### src/rtl/mem_arbiter_if.sv
// Memory fabric bus between the core ports, the arbiter and the peripheral slaves.
// The arbiter takes the slave view; the core and peripherals together take the master view.
interface mem_arbiter_if;
    logic        m0_valid, m1_valid;
    logic [31:0] m0_addr,  m1_addr;
    logic [31:0] m0_wdata, m1_wdata;
    logic [3:0]  m0_wstrb, m1_wstrb;
    logic [31:0] m0_rdata, m1_rdata;
    logic        m0_ready, m1_ready;
    logic        m0_error, m1_error;

    logic [31:0] s_addr;
    logic [31:0] s_wdata;
    logic [3:0]  s_wstrb;
    logic        bram_valid, uart_valid, clint_valid;
    logic [31:0] bram_rdata, uart_rdata, clint_rdata;
    logic        bram_ready, uart_ready, clint_ready;

    modport slave (
        input  m0_valid, m1_valid, m0_addr, m1_addr, m0_wdata, m1_wdata, m0_wstrb, m1_wstrb,
        output m0_rdata, m1_rdata, m0_ready, m1_ready, m0_error, m1_error,
        output s_addr, s_wdata, s_wstrb, bram_valid, uart_valid, clint_valid,
        input  bram_rdata, uart_rdata, clint_rdata, bram_ready, uart_ready, clint_ready
    );

    modport master (
        output m0_valid, m1_valid, m0_addr, m1_addr, m0_wdata, m1_wdata, m0_wstrb, m1_wstrb,
        input  m0_rdata, m1_rdata, m0_ready, m1_ready, m0_error, m1_error,
        input  s_addr, s_wdata, s_wstrb, bram_valid, uart_valid, clint_valid,
        output bram_rdata, uart_rdata, clint_rdata, bram_ready, uart_ready, clint_ready
    );
endinterface

### src/rtl/mem_arbiter.sv
// Round-robin arbiter for the fetch (m0) and load/store (m1) ports onto BRAM/UART/CLINT,
// one transaction in flight, with error responses for unmapped addresses and slave timeouts.
module mem_arbiter #(
    parameter int unsigned bram_depth      = 12,
    parameter logic [31:0] start_base_addr = 32'h0,
    parameter logic [31:0] uart_base_addr  = 32'h100000,
    parameter logic [31:0] uart_top_addr   = 32'h100004,
    parameter logic [31:0] clint_base_addr = 32'h2000000,
    parameter logic [31:0] clint_top_addr  = 32'h200C000,
    parameter int unsigned timeout_cycles  = 256
) (
    input  logic         clock,
    input  logic         reset,
    mem_arbiter_if.slave bus
);

    typedef enum logic [1:0] {IDLE, ISSUE, WAIT, RESP} state_t;
    typedef enum logic [1:0] {REG_BRAM, REG_UART, REG_CLINT, REG_NONE} region_t;

    typedef struct packed {
        logic [31:0] addr;
        logic [31:0] wdata;
        logic [3:0]  wstrb;
    } req_t;

    localparam logic [32:0] BRAM_SIZE  = 33'd4 << bram_depth;
    localparam logic [32:0] UART_SIZE  = {1'b0, uart_top_addr - uart_base_addr};
    localparam logic [32:0] CLINT_SIZE = {1'b0, clint_top_addr - clint_base_addr};
    localparam int          CNT_W      = (timeout_cycles > 2) ? $clog2(timeout_cycles) : 1;
    localparam logic [CNT_W-1:0] CNT_LAST = CNT_W'(timeout_cycles - 1);

    // Offset-based window test: wraps cleanly and avoids constant comparisons against base 0.
    function automatic logic in_window(input logic [31:0] a, input logic [31:0] base,
                                       input logic [32:0] size);
        return {1'b0, a - base} < size;
    endfunction

    state_t            state;
    region_t           region, region_q;
    logic              last_grant, grant, win;
    logic [CNT_W-1:0]  cnt;
    logic [1:0]        valid;
    req_t [1:0]        req;
    req_t              win_req;
    logic              sel_ready;
    logic [31:0]       sel_rdata;

    logic [1:0]        m_ready, m_error;
    logic [1:0][31:0]  m_rdata;
    logic [2:0]        s_valid;  // {clint, uart, bram}
    logic [31:0]       s_addr, s_wdata;
    logic [3:0]        s_wstrb;

    assign valid  = {bus.m1_valid, bus.m0_valid};
    assign req[0] = '{addr: bus.m0_addr, wdata: bus.m0_wdata, wstrb: bus.m0_wstrb};
    assign req[1] = '{addr: bus.m1_addr, wdata: bus.m1_wdata, wstrb: bus.m1_wstrb};

    // A lone requester wins; on a tie the master that did not win last time goes.
    always_comb begin
        win = valid[1];
        if (&valid) win = ~last_grant;
    end

    assign win_req = req[win];

    always_comb begin
        region = REG_NONE;
        if (in_window(win_req.addr, start_base_addr, BRAM_SIZE))
            region = REG_BRAM;
        else if (in_window(win_req.addr, uart_base_addr, UART_SIZE))
            region = REG_UART;
        else if (in_window(win_req.addr, clint_base_addr, CLINT_SIZE))
            region = REG_CLINT;
    end

    always_comb begin
        sel_ready = 1'b0;
        sel_rdata = '0;
        case (region_q)
            REG_BRAM:  begin sel_ready = bus.bram_ready;  sel_rdata = bus.bram_rdata;  end
            REG_UART:  begin sel_ready = bus.uart_ready;  sel_rdata = bus.uart_rdata;  end
            REG_CLINT: begin sel_ready = bus.clint_ready; sel_rdata = bus.clint_rdata; end
            default:   begin sel_ready = 1'b0;            sel_rdata = '0;              end
        endcase
    end

    always_ff @(posedge clock or posedge reset) begin
        if (reset) begin
            state      <= IDLE;
            region_q   <= REG_NONE;
            last_grant <= 1'b1;
            grant      <= 1'b0;
            cnt        <= '0;
            m_ready    <= '0;
            m_error    <= '0;
            m_rdata    <= '0;
            s_valid    <= '0;
            s_addr     <= '0;
            s_wdata    <= '0;
            s_wstrb    <= '0;
        end else begin
            case (state)
                IDLE: begin
                    if (|valid) begin
                        grant      <= win;
                        last_grant <= win;
                        region_q   <= region;
                        if (region == REG_NONE) begin
                            m_ready[win] <= 1'b1;
                            m_error[win] <= 1'b1;
                            m_rdata[win] <= '0;
                            state        <= RESP;
                        end else begin
                            s_addr  <= win_req.addr;
                            s_wdata <= win_req.wdata;
                            s_wstrb <= win_req.wstrb;
                            s_valid <= {region == REG_CLINT, region == REG_UART,
                                        region == REG_BRAM};
                            state   <= ISSUE;
                        end
                    end
                end
                ISSUE: begin
                    s_valid <= '0;
                    cnt     <= '0;
                    state   <= WAIT;
                end
                WAIT: begin
                    // Ready wins over timeout if both land on the last allowed cycle.
                    if (sel_ready) begin
                        m_ready[grant] <= 1'b1;
                        m_error[grant] <= 1'b0;
                        m_rdata[grant] <= sel_rdata;
                        state          <= RESP;
                    end else if (cnt == CNT_LAST) begin
                        m_ready[grant] <= 1'b1;
                        m_error[grant] <= 1'b1;
                        m_rdata[grant] <= '0;
                        state          <= RESP;
                    end else begin
                        cnt <= cnt + 1'b1;
                    end
                end
                RESP: begin
                    m_ready <= '0;
                    m_error <= '0;
                    m_rdata <= '0;
                    s_addr  <= '0;
                    s_wdata <= '0;
                    s_wstrb <= '0;
                    cnt     <= '0;
                    state   <= IDLE;
                end
                default: state <= IDLE;
            endcase
        end
    end

    assign bus.m0_ready    = m_ready[0];
    assign bus.m1_ready    = m_ready[1];
    assign bus.m0_error    = m_error[0];
    assign bus.m1_error    = m_error[1];
    assign bus.m0_rdata    = m_rdata[0];
    assign bus.m1_rdata    = m_rdata[1];
    assign bus.s_addr      = s_addr;
    assign bus.s_wdata     = s_wdata;
    assign bus.s_wstrb     = s_wstrb;
    assign bus.bram_valid  = s_valid[0];
    assign bus.uart_valid  = s_valid[1];
    assign bus.clint_valid = s_valid[2];

endmodule

### src/flat_wrapper.sv
// flat-port wrapper written by rule: the top's interface ports become plain ports
module mem_arbiter_flat 
#(
    parameter int unsigned bram_depth      = 12,
    parameter logic [31:0] start_base_addr = 32'h0,
    parameter logic [31:0] uart_base_addr  = 32'h100000,
    parameter logic [31:0] uart_top_addr   = 32'h100004,
    parameter logic [31:0] clint_base_addr = 32'h2000000,
    parameter logic [31:0] clint_top_addr  = 32'h200C000,
    parameter int unsigned timeout_cycles  = 256
)
  (clock, reset, bus_m0_valid, bus_m1_valid, bus_m0_addr, bus_m1_addr, bus_m0_wdata, bus_m1_wdata, bus_m0_wstrb, bus_m1_wstrb, bus_m0_rdata, bus_m1_rdata, bus_m0_ready, bus_m1_ready, bus_m0_error, bus_m1_error, bus_s_addr, bus_s_wdata, bus_s_wstrb, bus_bram_valid, bus_uart_valid, bus_clint_valid, bus_bram_rdata, bus_uart_rdata, bus_clint_rdata, bus_bram_ready, bus_uart_ready, bus_clint_ready);
  mem_arbiter_if bus_i ();
  input  logic clock;
  input  logic reset;
  input wire logic [$bits(bus_i.m0_valid)-1:0] bus_m0_valid;
  input wire logic [$bits(bus_i.m1_valid)-1:0] bus_m1_valid;
  input wire logic [$bits(bus_i.m0_addr)-1:0] bus_m0_addr;
  input wire logic [$bits(bus_i.m1_addr)-1:0] bus_m1_addr;
  input wire logic [$bits(bus_i.m0_wdata)-1:0] bus_m0_wdata;
  input wire logic [$bits(bus_i.m1_wdata)-1:0] bus_m1_wdata;
  input wire logic [$bits(bus_i.m0_wstrb)-1:0] bus_m0_wstrb;
  input wire logic [$bits(bus_i.m1_wstrb)-1:0] bus_m1_wstrb;
  output wire logic [$bits(bus_i.m0_rdata)-1:0] bus_m0_rdata;
  output wire logic [$bits(bus_i.m1_rdata)-1:0] bus_m1_rdata;
  output wire logic [$bits(bus_i.m0_ready)-1:0] bus_m0_ready;
  output wire logic [$bits(bus_i.m1_ready)-1:0] bus_m1_ready;
  output wire logic [$bits(bus_i.m0_error)-1:0] bus_m0_error;
  output wire logic [$bits(bus_i.m1_error)-1:0] bus_m1_error;
  output wire logic [$bits(bus_i.s_addr)-1:0] bus_s_addr;
  output wire logic [$bits(bus_i.s_wdata)-1:0] bus_s_wdata;
  output wire logic [$bits(bus_i.s_wstrb)-1:0] bus_s_wstrb;
  output wire logic [$bits(bus_i.bram_valid)-1:0] bus_bram_valid;
  output wire logic [$bits(bus_i.uart_valid)-1:0] bus_uart_valid;
  output wire logic [$bits(bus_i.clint_valid)-1:0] bus_clint_valid;
  input wire logic [$bits(bus_i.bram_rdata)-1:0] bus_bram_rdata;
  input wire logic [$bits(bus_i.uart_rdata)-1:0] bus_uart_rdata;
  input wire logic [$bits(bus_i.clint_rdata)-1:0] bus_clint_rdata;
  input wire logic [$bits(bus_i.bram_ready)-1:0] bus_bram_ready;
  input wire logic [$bits(bus_i.uart_ready)-1:0] bus_uart_ready;
  input wire logic [$bits(bus_i.clint_ready)-1:0] bus_clint_ready;
  assign bus_i.m0_valid = bus_m0_valid;
  assign bus_i.m1_valid = bus_m1_valid;
  assign bus_i.m0_addr = bus_m0_addr;
  assign bus_i.m1_addr = bus_m1_addr;
  assign bus_i.m0_wdata = bus_m0_wdata;
  assign bus_i.m1_wdata = bus_m1_wdata;
  assign bus_i.m0_wstrb = bus_m0_wstrb;
  assign bus_i.m1_wstrb = bus_m1_wstrb;
  assign bus_m0_rdata = bus_i.m0_rdata;
  assign bus_m1_rdata = bus_i.m1_rdata;
  assign bus_m0_ready = bus_i.m0_ready;
  assign bus_m1_ready = bus_i.m1_ready;
  assign bus_m0_error = bus_i.m0_error;
  assign bus_m1_error = bus_i.m1_error;
  assign bus_s_addr = bus_i.s_addr;
  assign bus_s_wdata = bus_i.s_wdata;
  assign bus_s_wstrb = bus_i.s_wstrb;
  assign bus_bram_valid = bus_i.bram_valid;
  assign bus_uart_valid = bus_i.uart_valid;
  assign bus_clint_valid = bus_i.clint_valid;
  assign bus_i.bram_rdata = bus_bram_rdata;
  assign bus_i.uart_rdata = bus_uart_rdata;
  assign bus_i.clint_rdata = bus_clint_rdata;
  assign bus_i.bram_ready = bus_bram_ready;
  assign bus_i.uart_ready = bus_uart_ready;
  assign bus_i.clint_ready = bus_clint_ready;
  mem_arbiter #(.bram_depth(bram_depth), .start_base_addr(start_base_addr), .uart_base_addr(uart_base_addr), .uart_top_addr(uart_top_addr), .clint_base_addr(clint_base_addr), .clint_top_addr(clint_top_addr), .timeout_cycles(timeout_cycles)) u_core (.clock(clock), .reset(reset), .bus(bus_i));
endmodule
### config.mk
export PLATFORM = sky130hd
export DESIGN_NAME = mem_arbiter_flat
export DESIGN_NICKNAME = d
export VERILOG_FILES = /design/src/rtl/mem_arbiter_if.sv /design/src/rtl/mem_arbiter.sv /design/src/flat_wrapper.sv
export SDC_FILE = /design/constraint.sdc
export NUM_CORES = 1
export LEC_CHECK = 0
export ABC_AREA = 1
export CORE_AREA = 4 4 188 190
export CTS_CLUSTER_DIAMETER = 30
export DETAILED_ROUTE_END_ITERATION = 12
export DIE_AREA = 0 0 192 194
export PLACE_DENSITY = 0.62
export SYNTH_ARGS = -nofsm -noshare
export SYNTH_HDL_FRONTEND = slang
export SYNTH_SLANG_ARGS = --single-unit
### constraint.sdc
create_clock -name clock -period 12.4 [get_ports clock]
set_input_delay 1.86 -clock clock [delete_from_list [all_inputs] [get_ports clock]]
set_output_delay 1.86 -clock clock [all_outputs]
set_load 0.02 [all_outputs]
Word-level counts from Yosys, hierarchy flattened
Index checks and enable logic that the tools add are counted.
W data, S select, Z words.
{ "word_totals": {"register_bits": 153, "inputBits": 239, "output_inout_bits": 139} }
{ "classes": {"add_sub_neg": 3, "order_cmp": 7, "n_eq_ne": 15, "muxes": 52, "bitwise_logic": 11, "reduce_logical": 18} }
{ "op_table": {"columns": ["cell", "n"], "rows": [
  ["$mux W64", 4],
  ["$mux W32", 6],
  ["$pmux W64 S3", 1],
  ["$mux W68", 2],
  ["$and A64 B64 Y64", 2],
  ["$not A64 Y64", 2],
  ["$pmux W32 S2", 2],
  ["$pmux W32 S3", 1],
  ["$bwmux W64", 1],
  ["$demux W32 S1", 2],
  ["$lt A32 B15 Y1 const B", 1],
  ["$lt A32 B16 Y1 const B", 1],
  ["$lt A32 B3 Y1 const B", 1],
  ["$sub A32 B21 Y32 const B", 1],
  ["$sub A32 B26 Y32 const B", 1],
  ["$mux W2", 14],
  ["$mux W8", 2],
  ["$pmux W8 S2", 1],
  ["$pmux W2 S3", 2],
  ["$eq A2 B2 Y1 const B", 5],
  ["$reduce_and A3 Y1", 3],
  ["$add A8 B1 Y8 const B", 1],
  ["$eq A8 B8 Y1 const B", 1],
  ["$mux W4", 2],
  ["24 further kinds", 47]
]} }

Longest topological paths before layout
{ "logic_depth": {"word_depth": 13, "depth_mapped": 18} }

Worst setup path before layout
Ideal clock, no wire load.
{ "synth_path": {"kind": "input -> register", "from": "input port bus_m0_valid", "to": "register u_core.s_addr[27] (netlist: u_core.bus.s_addr[27])", "setup_time_ns": 0.117, "arrival_time_ns": 3.492, "required_time_ns": 12.283, "path_slack_ns": 8.790, "path_stages": 16, "n_path_buf": 4, "path_cell_list": "nand2_1 -> buf_4 -> buf_4 -> nand3_1 -> nand2_1 -> nand2_1 -> nor2_1 -> nand2_1 -> nor2_1 -> nand4_2 -> nand3_2 -> nand3_2 -> buf_2 -> buf_4 -> nand2_1 -> nand2_1"} }
{ "synth_via": {"elab_chain_len": 12} }
{ "synth_rtl": {"columns": ["element", "line_no", "rtl"], "rows": [
  ["from (decl)", "flat_wrapper.sv:16", "input wire logic [$bits(bus_i.m0_valid)-1:0] bus_m0_valid;"],
  ["$reduce_and A2 Y1", "mem_arbiter.sv:61", "if (&valid) win = ~last_grant;"],
  ["$mux W1", "mem_arbiter.sv:61", null],
  ["$mux W68 (not written as such) (2 in a row)", "mem_arbiter.sv:64", "assign win_req = req[win];"],
  ["$sub A32 B26 Y32", "mem_arbiter.sv:35", "return {1'b0, a - base} < size;"],
  ["$lt A32 B16 Y1", "mem_arbiter.sv:35", null],
  ["$mux W1", "mem_arbiter.sv:72", "else if (in_window(win_req.addr, clint_base_addr, CLINT_SIZE))"],
  ["$mux W2", "mem_arbiter.sv:70", "else if (in_window(win_req.addr, uart_base_addr, UART_SIZE))"],
  ["$mux W2", "mem_arbiter.sv:68", "if (in_window(win_req.addr, start_base_addr, BRAM_SIZE))"],
  ["$eq A2 B2 Y1", "mem_arbiter.sv:108", "if (region == REG_NONE) begin"],
  ["$ne A2 B2 Y1 (no source line)", null, null],
  ["$reduce_and A3 Y1 (no source line)", null, null],
  ["to (signal assigned)", "mem_arbiter.sv:114", "s_addr <= win_req.addr;"],
  ["to (decl)", "mem_arbiter.sv:51", "logic [31:0] s_addr, s_wdata;"]
]} }
Parallel ways exist; a longest one is shown, timed or not. The select of a mux whose other input is x is not followed.
A chain may end at the register's enable or synchronous reset.

Worst setup path in the final report
{ "layout_path": {"from": "input port bus_m0_valid", "to": "register u_core.s_addr[15] (netlist: u_core.bus.s_addr[15])"} }
Same word-level chain as after synthesis.

==> results.py <==
metrics = {
    "outcome": {
        "status": "finished clean",
    },
    "cells_and_area": {
        "nFillCells": 3374,
        "utilization_pct": 43.71,
        "drive_gt1_share_pct": 5.932,
        "ff_latch_area_um2": 3834,
        "multi_input_area_um2": 5451,
        "nets": 2019,
        "stdcell_area_um2": 14620,
        "syn_to_final_growth_pct": 45.63,
        "n_antenna_cell": 0,
    },
    "floorplan": {
        "coreArea_um2": 33450,
        "ioPinCount": 378,
        "row_count": 67,
        "fp.dieH_um": 194,
        "die_area_um2": 37250,
        "die_w_um": 192,
        "initial_utilization_pct": 30.02,
    },
    "worst_setup_path": {
        "crit_fanout": 111,
        "crit_arrival_ns": 7.50,
        "r2r-start": "u_core.last_grant",
        "critPathMaxStageDelay_ns": 0.93,
        "slowest_stage": "buf_4",
        "r2r_slack_ns": 6.64,
        "cpLargestDelayFamily": "buffers and inverters",
        "r2r-end": "u_core.bus.s_addr[15]",
        "critPathLaunchType": "input pin",
        "worst-path-buf-inv": 6,
        "cp_common_cell": "nand2_1",
        "cp.required_ns": 12.70,
        "cp_cell_sequence": "clkdlybuf4s50_1 -> nand2_1 -> nand2_4 -> buf_4 -> inv_2 -> buf_4 -> nand2_1 -> nand2_1 -> nor2_1 -> nand3_1 -> nor2_2 -> nor2_4 -> nand3_2 -> buf_4 -> nand3_2 -> buf_4 -> nand2_1 -> nand2_1",
        "cp-endpoint": "u_core.bus.s_addr[15]",
        "critical_path_class": "input pin to register",
        "critical_path.endpoint_type": "register",
        "cp.depth": 18,
        "critPathLaunch": "bus_m0_valid",
        "reg2reg_depth": 17,
    },
    "global_route": {
        "grt_max_degree": 112,
        "gr-total-overflow": 0,
        "grt.total_usage_pct": 21.08,
        "grt_antenna_before_repair": 1,
        "grt_pass1_vias": 11056,
        "grt_first_pass_wirelength_mm": 62.82,
    },
    "clocking": {
        "cts_hold_buf": 0,
        "h-tree-depth": 4,
        "cts.root.buffer_cell": "clkbuf_16",
        "clk_path_buf_depth": 2,
        "cts_tree": "done",
        "postCtsSetupBuffers": 0,
        "clk_pin_slew_ns": 0.06,
        "cts-resized-gates": 0,
        "clkLatencyLatePin_ns": 0.43,
        "cts-buffers-inserted": 17,
        "cts.sinks": 153,
    },
    "sta": {
        "finalSetupTns_ns": 0,
        "relSlewSlack_pct": 16.54,
        "rsz0062_at_grt": "no",
        "tightest_slew_ns": 1.251,
        "skew_ns": 0.01494,
        "finalSetupViolations": 0,
        "min_period_ns": 7.202,
        "final-max-slew-violation-count": 0,
        "finalHoldViolCount": 0,
        "period_share_pct": 58.08,
        "max_freq_ghz": 0.1388,
    },
    "yosys": {
        "synth_top_area_share_pct": 37.39,
        "synth-edff-count": 0,
        "synth.top_cells.by_count": "nand2_1, dfrtp_1, nand4_1",
        "yosys_warnings": 0,
        "ys_ff_latch": 153,
        "synthesis.nets": 1732,
        "synthFlopType": "dfrtp_1",
        "async_reset_ff_share_pct": 100.0,
        "synth_most_common_cell": "nand2_1",
        "yosysSeqAreaShare_pct": 38.17,
        "synth_area_leaders": "dfrtp_1, nand2_1, nand4_1",
        "yosysTopAreaCell": "dfrtp_1",
        "synthesis.area_um2": 10040,
        "synthCells": 1488,
        "postSynthAreaPerCell_um2": 6.747,
        "ys_types": 32,
    },
    "hold_path": {
        "hp-class": "register to register",
        "hold_path.startpoint": "u_core.last_grant",
    },
    "place": {
        "place_congestion": 0.8377,
        "port_buffers": 377,
        "dpl-instance-area_um2": 14000,
        "dpl.hpwl_mm": 28.14,
    },
    "detailed_routing": {
        "drt-total-wl_mm": 41.81,
        "drt_pass1_iterations": 5,
        "vias_per_cell": 5.167,
        "drtIter0Drc": 732,
        "drtAntennaViolNets": 0,
        "wire_per_inst_um": 18.71,
        "via_count": 11548,
        "drc": 0,
    },
    "pwr": {
        "totalPowerFinal_w": 0.003553,
        "vdd_drop_max_mv": 0.3006,
        "powerDensity_nw_per_um2": 243.0,
        "p_leak_nw": 6.651,
    },
    "flow_run": {
        "drv_cap": 0,
    },
}
## worst min-delay path, stage by stage, from the launching register on
cell	delay (ns)
dfstp_2	0.37
nand2_1	0.05
nand2_1	0.04
## metrics by stage
stage                     cells  setup WS, ns  hold slack, ns
after floorplan            1488         6.424          0.4481
after global placement     2204         4.854          0.4534
after CTS                  2235         5.156          0.4680
after global routing       2235         4.716          0.4994
final                      2235         5.198          0.4664
after detailed placement   2204         4.717          0.4586
## state kept, by name, indices dropped and copies added, names as in the netlist
signal	cells
u_core.cnt	8
u_core.state	2
u_core.bus.s_wdata	32
u_core.m_error	2
u_core.s_valid	3
u_core.last_grant	1
u_core.region_q	2
u_core.m_ready	2
u_core.bus.s_wstrb	4
u_core.bus.m0_rdata	32
u_core.bus.m1_rdata	32
u_core.grant	1
u_core.bus.s_addr	32
## layout by cell type (no fill, tap or decap), types with 2 or more instances in the layout
| cell type | count |
|---|---|
| nand3_1 | 109 |
| dfstp_2 | 3 |
| nand3_2 | 3 |
| nor2_2 | 3 |
| ha_1 | 3 |
| nor2_4 | 2 |
| clkinv_2 | 3 |
| nand2_1 | 598 |
| nor2_1 | 54 |
| inv_2 | 5 |
| a31o_2 | 30 |
| o21ai_0 | 48 |
| bufinv_16 | 4 |
| ha_2 | 2 |
| inv_1 | 54 |
| buf_4 | 20 |
| a21oi_1 | 84 |
| inv_6 | 4 |
| nand4_1 | 137 |
| nor3b_1 | 2 |
| nand3b_1 | 18 |
| o211ai_1 | 33 |
| clkbuf_16 | 17 |
| clkdlybuf4s50_1 | 377 |
| clkinv_4 | 3 |
| nor3_1 | 5 |
| dfrtp_1 | 149 |
| o21ai_1 | 6 |
| a211oi_1 | 2 |
## cell families after synthesis
group / Yosys count / share of synthesized area (%)
adders and majority gates: 5 / 0.6231
AOI/OAI and AO/OA: 206 / 12.31
DFF: 153 / 38.17
and+or+nand+nor: 935 / 41.03
buffers and inverters: 189 / 7.864
## how the worst min path moves through the flow
stage / endpoint / depth (start not counted) / slack (ns)
after floorplan: u_core.last_grant / 2 / 0.45
after global placement: u_core.bus.s_wdata[31] / 2 / 0.45
after detailed placement: u_core.bus.s_addr[31] / 2 / 0.46
after CTS: u_core.last_grant / 2 / 0.47
after global routing: u_core.bus.s_addr[24] / 2 / 0.50
final: u_core.last_grant / 2 / 0.47
## layer usage
metal	global-route usage, %	up-vias	routed length [µm]
li1	-	5582	-
met1	25.43	5436	16410
met2	35.87	488	20080
met3	7.310	40	4404
met4	5.441	2	900
met5	0	-	13
## power by group
group          internal, W  leakage (nW)  switching [W]
clock             0.000338         0.304       0.000229
combinational     0.000737          4.35        0.00141
sequential        0.000694          2.00       0.000150
total              0.00177          6.65        0.00178
## final cells by class
type,instances,share of cell area [%]
multi-input combinational,1146,37.29
timing repair buffer,397,26.84
sequential,153,26.22
tap,448,3.834
clock buffer,17,2.910
inverter,60,1.575
clock inverter,14,1.335
(Power assumes the default switching activity.)
